File: src/rtl/upe_smul_pkg.sv
// ----------------------------------------------------------------------------
// upe_smul_pkg
// Shared definitions for the UPE sequential signed multiplier:
//   - state_t       : controller states
//   - UPE_OPW       : operand width (16)
//   - UPE_PRODW     : product width (32)
//   - UPE_MUL_STEPS : shift-add iterations for a full-width multiplier (16)
// No ports (package).
// ----------------------------------------------------------------------------
package upe_smul_pkg;

    localparam int UPE_OPW       = 16;
    localparam int UPE_PRODW     = 32;
    localparam int UPE_MUL_STEPS = 16;

    typedef enum logic [2:0] {
        ST_IDLE = 3'd0,
        ST_ABS  = 3'd1,
        ST_MUL  = 3'd2,
        ST_SIGN = 3'd3,
        ST_DONE = 3'd4
    } state_t;

endpackage : upe_smul_pkg

File: src/rtl/upe_resign16u.sv
// ----------------------------------------------------------------------------
// upe_resign16u
// Resign datapath cell used by the UPE arithmetic path: converts two 16-bit
// two's-complement operands to their unsigned magnitudes. 0x8000 maps to
// 0x8000, which read as unsigned is the correct magnitude 32768.
// Ports:
//   in1, in2     in  16  two's-complement operands
//   sign1, sign2 in   1  negate the matching operand when set
//   mag1, mag2   out 16  unsigned magnitudes
// ----------------------------------------------------------------------------
module upe_resign16u (
    input  logic [15:0] in1,
    input  logic [15:0] in2,
    input  logic        sign1,
    input  logic        sign2,
    output logic [15:0] mag1,
    output logic [15:0] mag2
);

    assign mag1 = sign1 ? (~in1 + 16'd1) : in1;
    assign mag2 = sign2 ? (~in2 + 16'd1) : in2;

endmodule : upe_resign16u

File: src/rtl/upe_resign32u.sv
// ----------------------------------------------------------------------------
// upe_resign32u
// Resign datapath cell used by the UPE arithmetic path: applies a sign to a
// 32-bit unsigned magnitude. Negating 0 yields 0, so no -0 is ever produced.
// Ports:
//   din   in  32  unsigned magnitude
//   sign  in   1  negate when set
//   dout  out 32  two's-complement result
// ----------------------------------------------------------------------------
module upe_resign32u (
    input  logic [31:0] din,
    input  logic        sign,
    output logic [31:0] dout
);

    assign dout = sign ? (~din + 32'd1) : din;

endmodule : upe_resign32u

File: src/rtl/upe_smul16_seq.sv
// ----------------------------------------------------------------------------
// upe_smul16_seq
// Sequential signed 16x16->32 multiplier controller. Operands are reduced to
// magnitudes (upe_resign16u), multiplied by a one-bit-per-cycle shift-add
// loop, then re-signed (upe_resign32u) into a registered output.
//
// Build option: define UPE_SMUL_EARLY_EXIT_EN to stop the shift-add loop as
// soon as the remaining multiplier magnitude is zero. Results are identical;
// latency becomes 3 + bit-length(|In2|). Undefined: fixed 19-cycle latency.
//
// Ports:
//   clk        in   1   rising-edge clock
//   reset_n    in   1   asynchronous active-low reset
//   In1        in   16  signed multiplicand
//   In2        in   16  signed multiplier
//   in_valid   in   1   operands valid
//   in_ready   out  1   ready for operands (IDLE only)
//   Out        out  32  signed product, registered
//   out_valid  out  1   Out valid, held until out_ready
//   out_ready  in   1   consumer accepts Out (DONE only)
//   busy       out  1   any state other than IDLE
// ----------------------------------------------------------------------------
module upe_smul16_seq
    import upe_smul_pkg::*;
#(
    parameter int WIDTH = UPE_OPW
) (
    input  logic                 clk,
    input  logic                 reset_n,
    input  logic [WIDTH-1:0]     In1,
    input  logic [WIDTH-1:0]     In2,
    input  logic                 in_valid,
    output logic                 in_ready,
    output logic [2*WIDTH-1:0]   Out,
    output logic                 out_valid,
    input  logic                 out_ready,
    output logic                 busy
);

    localparam logic [3:0] LAST_STEP = 4'(UPE_MUL_STEPS - 1);

    state_t               state_q;
    state_t               state_d;

    logic [UPE_OPW-1:0]   a_r;
    logic [UPE_OPW-1:0]   b_r;
    logic [UPE_OPW-1:0]   ma;
    logic [UPE_OPW-1:0]   mb;
    logic                 psign;
    logic [UPE_PRODW-1:0] acc;
    logic [3:0]           cnt;

    logic [UPE_OPW-1:0]   mag_a;
    logic [UPE_OPW-1:0]   mag_b;
    logic [UPE_PRODW-1:0] prod_signed;

    // Early-exit decisions. The zero test is made one cycle ahead (on the
    // magnitude entering MUL, or on the multiplier after this step's shift)
    // so no MUL cycle is ever spent on an exhausted multiplier.
    logic                 skip_mul;
    logic                 mb_empty_next;

`ifdef UPE_SMUL_EARLY_EXIT_EN
    assign skip_mul      = (mag_b == '0);
    assign mb_empty_next = ((mb >> 1) == '0);
`else
    assign skip_mul      = 1'b0;
    assign mb_empty_next = 1'b0;
`endif

    // ------------------------------------------------------------------
    // Resign datapath instances
    // ------------------------------------------------------------------
    upe_resign16u u_abs (
        .in1   (a_r),
        .in2   (b_r),
        .sign1 (a_r[UPE_OPW-1]),
        .sign2 (b_r[UPE_OPW-1]),
        .mag1  (mag_a),
        .mag2  (mag_b)
    );

    upe_resign32u u_sign (
        .din   (acc),
        .sign  (psign),
        .dout  (prod_signed)
    );

    // ------------------------------------------------------------------
    // FSM: state register
    // ------------------------------------------------------------------
    // NOTE: clocked state uses non-blocking (<=) so every flop samples the
    // pre-edge value of every other flop, independent of statement order.
    always_ff @(posedge clk or negedge reset_n) begin
        if (!reset_n) begin
            state_q <= ST_IDLE;
        end else begin
            state_q <= state_d;
        end
    end

    // ------------------------------------------------------------------
    // FSM: next-state logic
    // ------------------------------------------------------------------
    // NOTE: the default assignment before the case keeps every path
    // assigned, so this stays pure combinational logic with no latch.
    always_comb begin
        state_d = state_q;
        unique case (state_q)
            ST_IDLE: if (in_valid)                            state_d = ST_ABS;
            ST_ABS:  state_d = skip_mul ? ST_SIGN : ST_MUL;
            ST_MUL:  if (cnt == LAST_STEP || mb_empty_next)   state_d = ST_SIGN;
            ST_SIGN: state_d = ST_DONE;
            ST_DONE: if (out_ready)                           state_d = ST_IDLE;
            default: state_d = ST_IDLE;
        endcase
    end

    // ------------------------------------------------------------------
    // FSM: output decode
    // ------------------------------------------------------------------
    always_comb begin
        in_ready = (state_q == ST_IDLE);
        busy     = (state_q != ST_IDLE);
    end

    // ------------------------------------------------------------------
    // Datapath registers
    // ------------------------------------------------------------------
    // NOTE: every datapath register is reset, not only control; a reset in
    // mid-MUL must leave no partial product or sign behind.
    always_ff @(posedge clk or negedge reset_n) begin
        if (!reset_n) begin
            a_r       <= '0;
            b_r       <= '0;
            ma        <= '0;
            mb        <= '0;
            psign     <= 1'b0;
            acc       <= '0;
            cnt       <= '0;
            Out       <= '0;
            out_valid <= 1'b0;
        end else begin
            unique case (state_q)
                ST_IDLE: begin
                    if (in_valid) begin
                        a_r <= In1;
                        b_r <= In2;
                    end
                end
                ST_ABS: begin
                    ma    <= mag_a;
                    mb    <= mag_b;
                    psign <= a_r[UPE_OPW-1] ^ b_r[UPE_OPW-1];
                    acc   <= '0;
                    cnt   <= '0;
                end
                ST_MUL: begin
                    // Magnitudes are at most 2^15, so the sum never exceeds
                    // 2^30 and cannot overflow 32 bits.
                    if (mb[0]) begin
                        acc <= acc + (UPE_PRODW'(ma) << cnt);
                    end
                    mb  <= mb >> 1;
                    cnt <= cnt + 4'd1;
                end
                ST_SIGN: begin
                    Out       <= prod_signed;
                    out_valid <= 1'b1;
                end
                ST_DONE: begin
                    if (out_ready) begin
                        out_valid <= 1'b0;
                    end
                end
                default: ;
            endcase
        end
    end

endmodule : upe_smul16_seq

File: config.mk
export PLATFORM = sky130hd
export DESIGN_NAME = upe_smul16_seq
export DESIGN_NICKNAME = d
export VERILOG_FILES = /design/src/rtl/upe_smul_pkg.sv /design/src/rtl/upe_resign16u.sv /design/src/rtl/upe_resign32u.sv /design/src/rtl/upe_smul16_seq.sv
export SDC_FILE = /design/constraint.sdc
export NUM_CORES = 1
export LEC_CHECK = 0
export BUFFER_PORTS_ARGS = -buffer_cell sky130_fd_sc_hd__buf_2
export CAP_MARGIN = 20
export CORE_UTILIZATION = 50
export DETAILED_ROUTE_END_ITERATION = 8
export PLACE_DENSITY = 0.83
export SETUP_SLACK_MARGIN = 0.2
export SYNTH_ARGS = -nofsm -noshare
export SYNTH_HDL_FRONTEND = slang
export SYNTH_SLANG_ARGS = --single-unit
File: constraint.sdc
create_clock -name clk -period 3.6 [get_ports clk]
set_input_delay 0 -clock clk [delete_from_list [all_inputs] [get_ports clk]]
set_output_delay 0 -clock clk [all_outputs]
set_load 0.01 [all_outputs]
# After elaboration in Yosys (flattened, before gate mapping)

Index checks and enable logic that the tools add are counted.

Bits in writable memories: 0
Latch bits: 0
Bits of input ports: 36
Register bits after elaboration: 137
Memories kept: 0
Logic and storage cells: 50
Bits in read-only memories: 0
Output and inout bits: 35

Add/subtract/negate cells: 5
Reductions and logical operators: 8
Equal/unequal tests: 9
Shifts and indexed selects: 1
Multipliers: 0
Bitwise logic cells: 4
Multiplexer cells: 13
Order comparisons: 0
Div/mod/pow operators: 0

Operators by type and width:

| operator                                                        | number |
|---|---|
| 32-bit 2-to-1 mux                                               | 2 |
| 32-bit case mux with 2 select lines                             | 1 |
| 16-bit by 1-bit adder with 16-bit output, second input constant | 2 |
| 32-bit by 1-bit adder with 32-bit output, second input constant | 1 |
| 32-bit adder                                                    | 1 |
| 16-bit 2-to-1 mux                                               | 2 |
| 16-bit inverter                                                 | 2 |
| 32-bit inverter                                                 | 1 |
| 16-bit case mux with 2 select lines                             | 1 |
| 16-bit by 4-bit << shifter with 32-bit output                   | 1 |
| 3-bit case mux with 5 select lines                              | 1 |
| 3-bit 2-to-1 mux                                                | 3 |
| 2-bit inequality test, second input constant                    | 4 |
| 4-bit case mux with 2 select lines                              | 1 |
| 3-bit by 2-bit == test with 1-bit output, second input constant | 2 |
| 2-bit AND reduction                                             | 3 |
| 4-bit by 1-bit adder with 4-bit output, second input constant   | 1 |
| 4-bit == test, second input constant                            | 1 |
| 2-bit nonzero test                                              | 2 |
| 3-bit by 1-bit == test with 1-bit output, second input constant | 1 |
| 3-bit == test, second input constant                            | 1 |
| 3-bit logical NOT                                               | 1 |
| 3-bit AND reduction                                             | 1 |
| 3-bit nonzero test                                              | 1 |
| other kinds (3)                                                 | 3 |

# Depth between registers and ports, before layout

Depth after elaboration: 4
Mapped depth: 17
Gate-level depth less buffers: 15

# By module

A second synthesis with hierarchy kept.

Cell total of the unflattened synthesis: 1012
Area, all modules: 9245.1 sq um

By module, submodules not included:

| module         | cells an instance | sequential area each (sq um) | times used | area each (sq um) |
|---|---|---|---|---|
| upe_smul16_seq | 826               | 3428.3                       | 1          | 7845.0 |
| upe_resign32u  | 99                | 0.0                          | 1          | 777.0 |
| upe_resign16u  | 87                | 0.0                          | 1          | 623.1 |

# Least setup slack after synthesis

OpenSTA, ideal clock, no wires.

Kind: reg-to-reg
From: register cnt[0]
To: register acc[29]
Slack: -184 ps
Period minus slack after synthesis: 3784 ps
Data arrival time: 3658 ps
Required time: 3474 ps
Stages on the path, launching flop included: 14
Setup time: 126 ps
Buffers on the path: 2
Path through: dfrtp_1 clkbuf_1 buf_1 mux2_2 o21ai_0 nor3_1 ha_1 o211ai_1 o21ai_0 a31oi_1 o31ai_1 o2111a_1 mux2i_1 a311o_1

Word-level cells in the longest chain between the ends: 4

Ends and longest elaborated chain:

| element                                       | line                  | source |
|---|---|---|
| start, declared                               | upe_smul16_seq.sv:51  | `logic [3:0] cnt;` |
| start signal, assigned                        | upe_smul16_seq.sv:165 | `cnt <= cnt + 4'd1;` |
| 16-bit by 4-bit << shifter with 32-bit output | upe_smul16_seq.sv:162 | `acc <= acc + (UPE_PRODW'(ma) << cnt);` |
| 32-bit adder                                  | upe_smul16_seq.sv:162 |  |
| 32-bit 2-to-1 mux                             | upe_smul16_seq.sv:161 | `if (mb[0]) begin` |
| 32-bit case mux with 2 select lines           | upe_smul16_seq.sv:144 | `unique case (state_q)` |
| end signal, assigned                          | upe_smul16_seq.sv:162 |  |
| end, declared                                 | upe_smul16_seq.sv:50  | `logic [UPE_PRODW-1:0] acc;` |

No other way between the ends. The select of a mux whose other input is x is not followed.
A chain may end at the register's enable or synchronous reset.

# Worst setup path in the final report

Ends and elaborated chain as after synthesis.

==> impl_metrics.ini <==
[outcome]
status = finished clean

[setup_path]
worstSetupStartpointType = register
arrival_ns = 3.85
crit_type = reg2reg
cp_slowest_cell = mux4_2
end_kind = register
worstPathMaxFanout = 7
path_cells = buf_12, mux4_2, nand2_1, o21ai_0, nor2_1, a21oi_1, ha_2, and3_1, nand4_1, o31ai_4, o2111a_2, mux2i_1, a311o_1
cp.required_ns = 3.91
critical_path.max_stage_delay_ns = 0.53

[global_route]
grt_pass1_vias = 7389
grt_max_degree = 66
grt_pass1_wl_um = 35700
antenna_found_initial = 0
grt.total_usage_pct = 24.7
grt.overflow.total = 0

[yosys]
yosys.cell_types.count = 60
yosysSeqAreaShare_pct = 38.9
syn_avg_cell_area_um2 = 8.76
ys_warn_count = 0
ys_ff_latch = 137
syn_area_mm2 = 0.00881
synth.largest_area_cell = dfrtp_1
synth_top_flop_cell = dfrtp_1
synthTopCellsByArea = dfrtp_1, o21ai_0, xor2_1
async_flop_share_pct = 100
synth_nets = 1078
yosysTopAreaCellShare_pct = 38.9
synth_edf_count = 0
synth_cells = 1006

[sta]
fin_ws_ns = 0.0664
fmax_ghz = 0.283
setup_viol_count_final = 0
period_share_pct = 98.2
tightestPinTransition_ns = 0.949
hold_viol = 0
skew_ns = 0.0142
max_slew_margin_pct = 36.5
rsz0062_at_grt = yes
slew_violations = 0
final.setup.tns_ns = 0
fin_crit_ns = 3.53

[power_and_ir_drop]
intPower_uw = 5810
peakVddDrop_mv = 0.558
combPwrFrac_pct = 55.8
seqPwrFrac_pct = 27.4
p_leak_uw = 0.00481
p_sw_uw = 4720
p_per_area_mw_per_mm2 = 962
pwr-share-clk_pct = 16.8
sw_frac_of_total_pct = 44.9

[layout]
multi_input_area_mm2 = 0.00537
seq_area_mm2 = 0.00343
syn2layout_area_growth_pct = 24.3
layout-drive-gt1-share_pct = 23.4
n_antenna_cell = 0
finalCoreUtilization_pct = 63.5
n_fill_cell = 1360
fin_nets = 1194

[placement]
post-place-ws_ns = 0.0662
finalWeightedCongestion = 0.980
dpl.hpwl_um = 14800
portBuffers = 70

[job]
drv_cap = 0

[floorplan]
ioPinCount = 71
start_util_pct = 51.1
num_rows = 48
dieArea_mm2 = 0.0182
die_w_um = 135
core_area_mm2 = 0.0172
die_h_um = 135

[clock_network]
cts_inserted_buffers = 17
root_buffer = clkbuf_16
ctsHtreeMaxLevel = 4
cts_tree = done
clk_path_buf_depth = 2
clk_latency_ns = 0.44
cts_sinks = 137
clk_pin_slew_worst_paths_ns = 0.06

[worst_hold_path]
min_path_type = in2async

[drt]
viasPerCell = 5.86
vias = 7972
drcViolationCount = 0
antenna_left = 0
first_iter_violations = 493
wl_um = 22500
first_pass_iters = 5
routedWlPerCell_um = 16.5
[cell usage in the layout, fill, tap and decap left out, drive strengths merged, types with 9 or more instances in the layout]
master / count
a211oi: 9
a21oi: 52
a22oi: 14
buf: 121
clkbuf: 19
dfrtp: 137
dlygate4sd3: 35
ha: 35
inv: 30
mux2: 33
mux2i: 17
nand2: 130
nand2b: 10
nand3: 41
nor2: 51
nor2b: 12
nor3: 15
o21a: 9
o21ai: 137
o31ai: 23
or3: 13
or4: 13
xnor2: 15
xor2: 58
[worst paths after layout]
kind,startpoint,to,slack [ns],cells past startpoint
max in group asynchronous,reset_n,cnt[0],2.47,3
min,reset_n,acc[7],0.13,2
min reg2reg,Out[1],Out[1],0.47,2
min in group clk,In2[13],b_r[13],0.33,3
max reg2reg,cnt[0],acc[29],0.07,13
max,cnt[0],acc[29],0.07,13
[per-layer routing]
metal,wire (um),up-vias,global-route usage [%]
li1,-,3888,-
met1,9850,3763,31.9
met2,10800,275,40.8
met3,1260,46,5.26
met4,520,0,8.68
met5,0,-,0
[through the flow]
stage	power (uW)	cells	hold WS, ns	area (um^2)
2_1_floorplan	6470	1006	-0.296	8820
3_3_place_gp	7650	1270	0.0231	9480
3_5_place_dp	7830	1270	0.0300	9480
4_1_cts	9760	1340	0.160	10500
5_1_grt	11300	1360	0.200	10900
6_report	10500	1360	0.135	10900
[sequential cells by signal, summed over array words and instances (netlist names)]
signal	cells
mb	16
Out	32
cnt	4
out_valid	1
acc	32
ma	16
a_r	16
psign	1
b_r	16
state_q	3
[power groups by stage]
| stage | combinational, uW | clock (uW) | sequential [uW] |
|---|---|---|---|
| after floorplan | 3800 | 0 | 2670 |
| after global placement | 4830 | 0 | 2820 |
| after detailed placement | 4970 | 0 | 2870 |
| after CTS | 5130 | 1790 | 2840 |
| after global routing | 6450 | 1870 | 2990 |
| final | 5870 | 1770 | 2880 |
[cell type report]
| type | count | share of cell area, % |
|---|---|---|
| Sequential cell | 137 | 31.3 |
| Multi-Input combinational cell | 785 | 49.1 |
| Clock inverter | 15 | 1.63 |
| Tap cell | 225 | 2.57 |
| Inverter | 23 | 0.857 |
| Clock buffer | 17 | 3.89 |
| Timing Repair Buffer | 158 | 10.6 |
[what timing repair did]
item                                   in CTS  in global routing
pin swaps                                   3                 16
cloned                                      0                  2
gates resized for setup                    13                 70
hold buffers                               35                  0
setup endpoints to repair                   9                 19
setup buffers                               3                 18
endpoints found under the hold margin      96                  0
[cells in the mapped netlist, types with 14 or more instances]
| master | instances |
|---|---|
| nor2_1 | 51 |
| mux2i_1 | 17 |
| mux2_2 | 33 |
| xor2_1 | 58 |
| nand2_1 | 130 |
| a22oi_1 | 14 |
| o21ai_0 | 133 |
| dfrtp_1 | 137 |
| nand3_1 | 41 |
| a21oi_1 | 52 |
| xnor2_1 | 15 |
| nor3_1 | 15 |
| inv_1 | 23 |
| ha_1 | 35 |
| o31ai_1 | 23 |
| clkbuf_1 | 53 |
[worst max-delay path: cells and delay by family, from the launching register on]
kind	cells	cell delay, ns
AND/OR/NAND/NOR	4	0.65
buffers and inverters	1	0.15
adder cells (fa/ha/maj)	1	0.43
multiplexers	2	0.61
flip-flops	1	0.45
AO/OA/AOI/OAI	5	1.11
[cells by family (layout without fill, tap and decap cells)]
family / count (synthesis) / after routing / share of synthesized area, %
simple gates: 326 / 326 / 17.9
compound gates: 298 / 298 / 20.5
flops: 137 / 137 / 38.9
buf+inv: 84 / 213 / 3.58
xor+xnor: 73 / 73 / 7.26
mux: 52 / 52 / 6.66
fa+ha+maj: 36 / 36 / 5.20
No activity file was read; power rests on OpenSTA's default activity.
